`src/rtl/sobel_pkg.sv`:
```
// sobel_pkg: pixel width, default image geometry and stream FSM states shared by the Sobel output stage.
package sobel_pkg;
  localparam int PIX_W = 8;
  localparam int IMG_X_DEF = 100;
  localparam int IMG_Y_DEF = 100;
  localparam int FRAME_PIX_DEF = IMG_X_DEF * IMG_Y_DEF;
  typedef enum logic {IDLE, STREAM} state_e;
endpackage

```
`src/rtl/sobel_px_fifo.sv`:
```
// sobel_px_fifo: synchronous show-ahead pixel FIFO with occupancy count; clr_i flushes it like a reset.
module sobel_px_fifo import sobel_pkg::*; #(
  parameter int DEPTH = 16
) (
  input  logic                       clk_i,
  input  logic                       rst_i,
  input  logic                       clr_i,
  input  logic                       wr_i,
  input  logic [PIX_W-1:0]           wr_data_i,
  input  logic                       rd_i,
  output logic [PIX_W-1:0]           rd_data_o,
  output logic [$clog2(DEPTH+1)-1:0] fill_o
);
  localparam int AW = $clog2(DEPTH);
  localparam int FW = $clog2(DEPTH+1);
  logic [PIX_W-1:0] mem_q [DEPTH];
  logic [AW-1:0] wr_ptr_q, rd_ptr_q;
  logic [FW-1:0] fill_q, fill_d;
  assign fill_d = fill_q + FW'(wr_i) - FW'(rd_i);
  always_ff @(posedge clk_i) begin
    if (rst_i || clr_i) begin
      wr_ptr_q <= '0;
      rd_ptr_q <= '0;
      fill_q <= '0;
    end else begin
      if (wr_i) wr_ptr_q <= wr_ptr_q + 1'b1;
      if (rd_i) rd_ptr_q <= rd_ptr_q + 1'b1;
      fill_q <= fill_d;
    end
  end
  // When full, a same-cycle read frees the slot the write lands in.
  always_ff @(posedge clk_i)
    if (wr_i) mem_q[wr_ptr_q] <= wr_data_i;
  assign rd_data_o = mem_q[rd_ptr_q];
  assign fill_o = fill_q;
endmodule

```
`src/rtl/sobel_avst_source.sv`:
```
// sobel_avst_source: buffers edge-detected pixels and emits them as an Avalon-ST source with sop/eop framing.
// Define SOBEL_AVST_THRESHOLD_EN to binarise pixels against THRESHOLD before buffering.
module sobel_avst_source import sobel_pkg::*; #(
  parameter int IMG_X_SIZE = IMG_X_DEF,
  parameter int IMG_Y_SIZE = IMG_Y_DEF,
  parameter int FIFO_DEPTH = 16,
  parameter int THRESHOLD = 128
) (
  input  logic                            clk_i,
  input  logic                            rst_i,
  input  logic                            start_i,
  input  logic [PIX_W-1:0]                pixel_i,
  input  logic                            pixel_valid_i,
  output logic [PIX_W-1:0]                src_data_o,
  output logic                            src_valid_o,
  input  logic                            src_ready_i,
  output logic                            src_sop_o,
  output logic                            src_eop_o,
  output logic [$clog2(FIFO_DEPTH+1)-1:0] fill_o,
  output logic                            overflow_o,
  output logic                            busy_o,
  output logic                            frame_done_o
);
  localparam int N = IMG_X_SIZE * IMG_Y_SIZE;
  localparam int CW = N > 1 ? $clog2(N) : 1;
  localparam int FW = $clog2(FIFO_DEPTH+1);
`ifdef SOBEL_AVST_THRESHOLD_EN
  localparam bit TH_EN = 1'b1;
`else
  localparam bit TH_EN = 1'b0;
`endif
  logic [CW-1:0] cnt_q, cnt_d;
  state_e state_q, state_d;
  logic ovf_q, done_q;
  logic [FW-1:0] fill;
  logic [PIX_W-1:0] head, wr_data;
  logic full, xfer, wr, last;
  assign full = fill == FW'(FIFO_DEPTH);
  assign src_valid_o = fill != '0;
  assign xfer = src_valid_o && src_ready_i;
  assign wr = pixel_valid_i && !start_i && (!full || xfer);
  assign last = cnt_q == CW'(N-1);
  assign wr_data = TH_EN ? ((pixel_i >= PIX_W'(THRESHOLD)) ? {PIX_W{1'b1}} : {PIX_W{1'b0}}) : pixel_i;
  sobel_px_fifo #(.DEPTH(FIFO_DEPTH)) u_fifo (
    .clk_i(clk_i),
    .rst_i(rst_i),
    .clr_i(start_i),
    .wr_i(wr),
    .wr_data_i(wr_data),
    .rd_i(xfer),
    .rd_data_o(head),
    .fill_o(fill)
  );
  always_comb begin
    cnt_d = xfer ? (last ? '0 : cnt_q + 1'b1) : cnt_q;
    state_d = (state_q == IDLE) ? (wr ? STREAM : IDLE) : ((xfer && last && !wr) ? IDLE : STREAM);
  end
  always_ff @(posedge clk_i) begin
    if (rst_i || start_i) begin
      cnt_q <= '0;
      state_q <= IDLE;
      ovf_q <= 1'b0;
    end else begin
      cnt_q <= cnt_d;
      state_q <= state_d;
      ovf_q <= ovf_q | (pixel_valid_i && full && !xfer);
    end
  end
  // The sink still completes an eop transfer coinciding with start, so the pulse is kept.
  always_ff @(posedge clk_i)
    done_q <= rst_i ? 1'b0 : (xfer && last);
  assign src_data_o = src_valid_o ? head : '0;
  assign src_sop_o = src_valid_o && cnt_q == '0;
  assign src_eop_o = src_valid_o && last;
  assign fill_o = fill;
  assign overflow_o = ovf_q;
  assign busy_o = state_q == STREAM;
  assign frame_done_o = done_q;
endmodule

```
`config.mk`:
```
export PLATFORM = sky130hd
export DESIGN_NAME = sobel_avst_source
export DESIGN_NICKNAME = d
export VERILOG_FILES = /design/src/rtl/sobel_pkg.sv /design/src/rtl/sobel_px_fifo.sv /design/src/rtl/sobel_avst_source.sv
export SDC_FILE = /design/constraint.sdc
export NUM_CORES = 1
export LEC_CHECK = 0
export ABC_AREA = 1
export BUFFER_PORTS_ARGS = -buffer_cell sky130_fd_sc_hd__buf_2
export CORE_ASPECT_RATIO = 0.7
export CORE_UTILIZATION = 40
export DETAILED_ROUTE_END_ITERATION = 16
export GPL_TIMING_DRIVEN = 0
export PLACE_DENSITY = 0.66
export SYNTH_ARGS = -nofsm -noshare
export SYNTH_HDL_FRONTEND = slang
export SYNTH_SLANG_ARGS = --single-unit
```
`constraint.sdc`:
```
create_clock -name clk_i -period 7.45 [get_ports clk_i]
set_input_delay 0.745 -clock clk_i [delete_from_list [all_inputs] [get_ports clk_i]]
set_output_delay 0.745 -clock clk_i [all_outputs]
set_load 0.02 [all_outputs]
```
==> impl_metrics.ini <==
[route]
first_iter_violations = 575
drc = 0
first_pass_iters = 5
wl_per_cell_um = 16.44
ant_nets = 0
drt-total-wl_um = 16050
post_drt_via_cell_ratio = 5.007
vias = 4887

[synth]
seq_area_frac_synth_pct = 64.26
syn_area_um2 = 7041
synth_warnings = 0
syn_inst = 682
synthesis.nets = 709
ys_ff_latch = 162
ys_types = 34
syn_area_per_cell_um2 = 10.32

[grt]
grt_first_pass_wirelength_um = 25360
grt_max_degree = 17
grt-ovfl-total = 0
grt_usage_pct = 18.96
grt_antenna_before_repair = 0
grt_pass1_vias = 4503

[floorplanning]
die-area_um2 = 18140
fp-row-count = 40
die_width_um = 160.6
core_area_um2 = 17170
die_h_um = 113
start_util_pct = 41.01
num_io_pins = 32

[power]
p_leak_nw = 2.989
power.density_nw_per_um2 = 299.6
power_mw = 2.413
worst_ir_drop_vdd_mv = 0.1744

[clock_network]
cts.sinks = 162
path_clk_slew_ns = 0.06
ctsResizeCount = 0
numCtsBuffers = 17
cts_max_level = 4
root_buffer = clkbuf_16
postCtsHoldBufs = 0
cts_buffer_depth = 2
clkLatencyLatePin_ns = 0.43
cts_tree = done
cts_setup_buffers = 0

[timing]
max_slew_margin_pct = 42.02
rsz0062_at_grt = false
finalSetupTns_ns = 0
setup_violations = 0
fmax_mhz = 348.3
period_share_pct = 38.54
finalMaxSlewViolations = 0
hold_violations = 0
worst_pin_slew_ns = 0.8665
min_period_ns = 2.871
skew_ns = 0.007700
setup_slack_ns = 4.579

[worst_hold_path]
hp-class = reg -> reg
hp-start = overflow_o
hold_depth = 1
whs_endpoint = overflow_o

[finish]
layout_common_cells = nand2_1 (211), edfxtp_1 (128), nand3_1 (108), nor2_1 (56), buf_2 (43)
fillerInstances = 1554
diodes = 0
final_net_count = 759
final_common_cell = nand2_1
fin_util_pct = 46.91
drive_gt1_share_pct = 14.50
syn_to_final_growth_pct = 14.38

[setup_path]
worst_r2r_path_depth = 14
r2r-start = u_fifo.fill_o[2]
cp-start-kind = flop
r2r-end = u_fifo.fill_o[4]
required_ns = 6.70
cp-end-kind = primary output
rrSetupSlack_ns = 4.72
critPathKind = reg -> out
critPathMaxFanout = 10
arrival_ns = 2.13

[place]
pre_cts_ws_ns = 4.603
dp_hpwl_um = 10800
finalWeightedCongestion = 0.8817
io_buffers = 31

[status]
outcome = finished clean

[job]
maxCapViolations = 0
## state kept, by name (all words and copies together), names as in the netlist, named ones only
name and cells:
frame_done_o 1, u_fifo.mem_q 128, u_fifo.wr_ptr_q 4, u_fifo.fill_o 5, busy_o 1, u_fifo.rd_ptr_q 4
cnt_q 14, overflow_o 1
## worst max path at each step
stage                      from               end  slack (ns)  cells after the start
2_1_floorplan  u_fifo.fill_o[2]  u_fifo.fill_o[4]        4.82                     14
3_3_place_gp        src_ready_i  u_fifo.fill_o[4]        4.63                     12
3_5_place_dp        src_ready_i  u_fifo.fill_o[4]        4.60                     12
4_1_cts                    flop     src_data_o[1]        4.60                      8
5_1_grt        u_fifo.fill_o[2]  u_fifo.fill_o[4]        4.39                     14
6_report                   flop     src_data_o[1]        4.58                      8
## cell type report
type | count | area (um2) | share of cell area, %
flip-flops and latches | 162 | 4524 | 56.18
multi-input cells | 455 | 2191 | 27.21
clock buffers | 19 | 432.9 | 5.376
well taps | 231 | 289.0 | 3.589
plain buffers | 27 | 180.2 | 2.237
repair buffers | 31 | 155.1 | 1.927
inverters | 38 | 145.1 | 1.802
clock inverters | 13 | 135.1 | 1.678
## cell usage after synthesis
cell	n	area (um2)
nand4_4	1	21.27
nand2_4	1	11.26
nor3_1	3	15.01
edfxtp_1	128	3844
nor3_2	1	10.01
buf_4	3	22.52
inv_4	1	6.260
xor2_1	4	35.03
buf_2	12	60.06
or2_2	1	6.260
nand3_4	1	17.52
nand4_2	1	12.51
nand2_1	211	792.0
o21a_1	1	7.510
nand2_2	2	12.51
inv_2	5	18.77
clkbuf_1	5	18.77
o31ai_1	1	7.510
a21oi_1	23	115.1
ha_1	13	162.7
nand3_1	108	540.5
buf_6	7	78.83
dfxtp_1	34	680.7
nor2_4	4	45.04
xnor2_1	3	26.28
clkinv_1	2	7.510
o22ai_1	1	6.260
fa_1	1	20.02
nor2_2	6	37.54
inv_1	30	112.6
nand3_2	3	30.03
o21ai_0	6	30.03
nor2_1	56	210.2
nand4_1	3	18.77
## stage by stage
step                      std cells  hold slack, ns  cell area, um2
after floorplan                 682          0.4468            7041
after detailed placement        944          0.4547            7485
after global placement          944          0.4434            7485
final                           976          0.4705            8053
after global routing            976          0.5006            8053
after CTS                       976          0.4703            8053
## cells by family (layout without fill, tap and decap cells)
| group | after synthesis | after routing | synth area share, % |
|---|---|---|---|
| and+or+nand+nor | 402 | 402 | 25.29 |
| DFF | 162 | 162 | 64.26 |
| adders and majority gates | 14 | 14 | 2.595 |
| buffers and inverters | 65 | 128 | 4.621 |
| AOI/OAI and AO/OA | 32 | 32 | 2.364 |
| xor gates and xnor gates | 7 | 7 | 0.8708 |
## worst max-delay path: stages, from the launching register on
cell,delay (ns)
dfxtp_1,0.30
buf_2,0.18
clkbuf_1,0.41
nand3_1,0.28
nand3_1,0.13
nand2_1,0.09
nand2_1,0.07
a21oi_1,0.07
buf_2,0.17
## power by group
group          switching [mW]  total (mW)  internal, mW
sequential             0.0164        1.01         0.995
combinational           0.383       0.557         0.173
clock                   0.352       0.845         0.493
## per-layer routing
layer	up-vias	global-route usage, %	wire length [um]	part of all wire (%)
met5	-	0	0	0
met4	0	7.556	376	2.3
met3	28	3.996	1105	6.9
met2	158	26.64	6740	42
met1	2293	28.38	7823	49
li1	2408	-	-	-
Note: power is estimated with default switching activity, not from simulation.
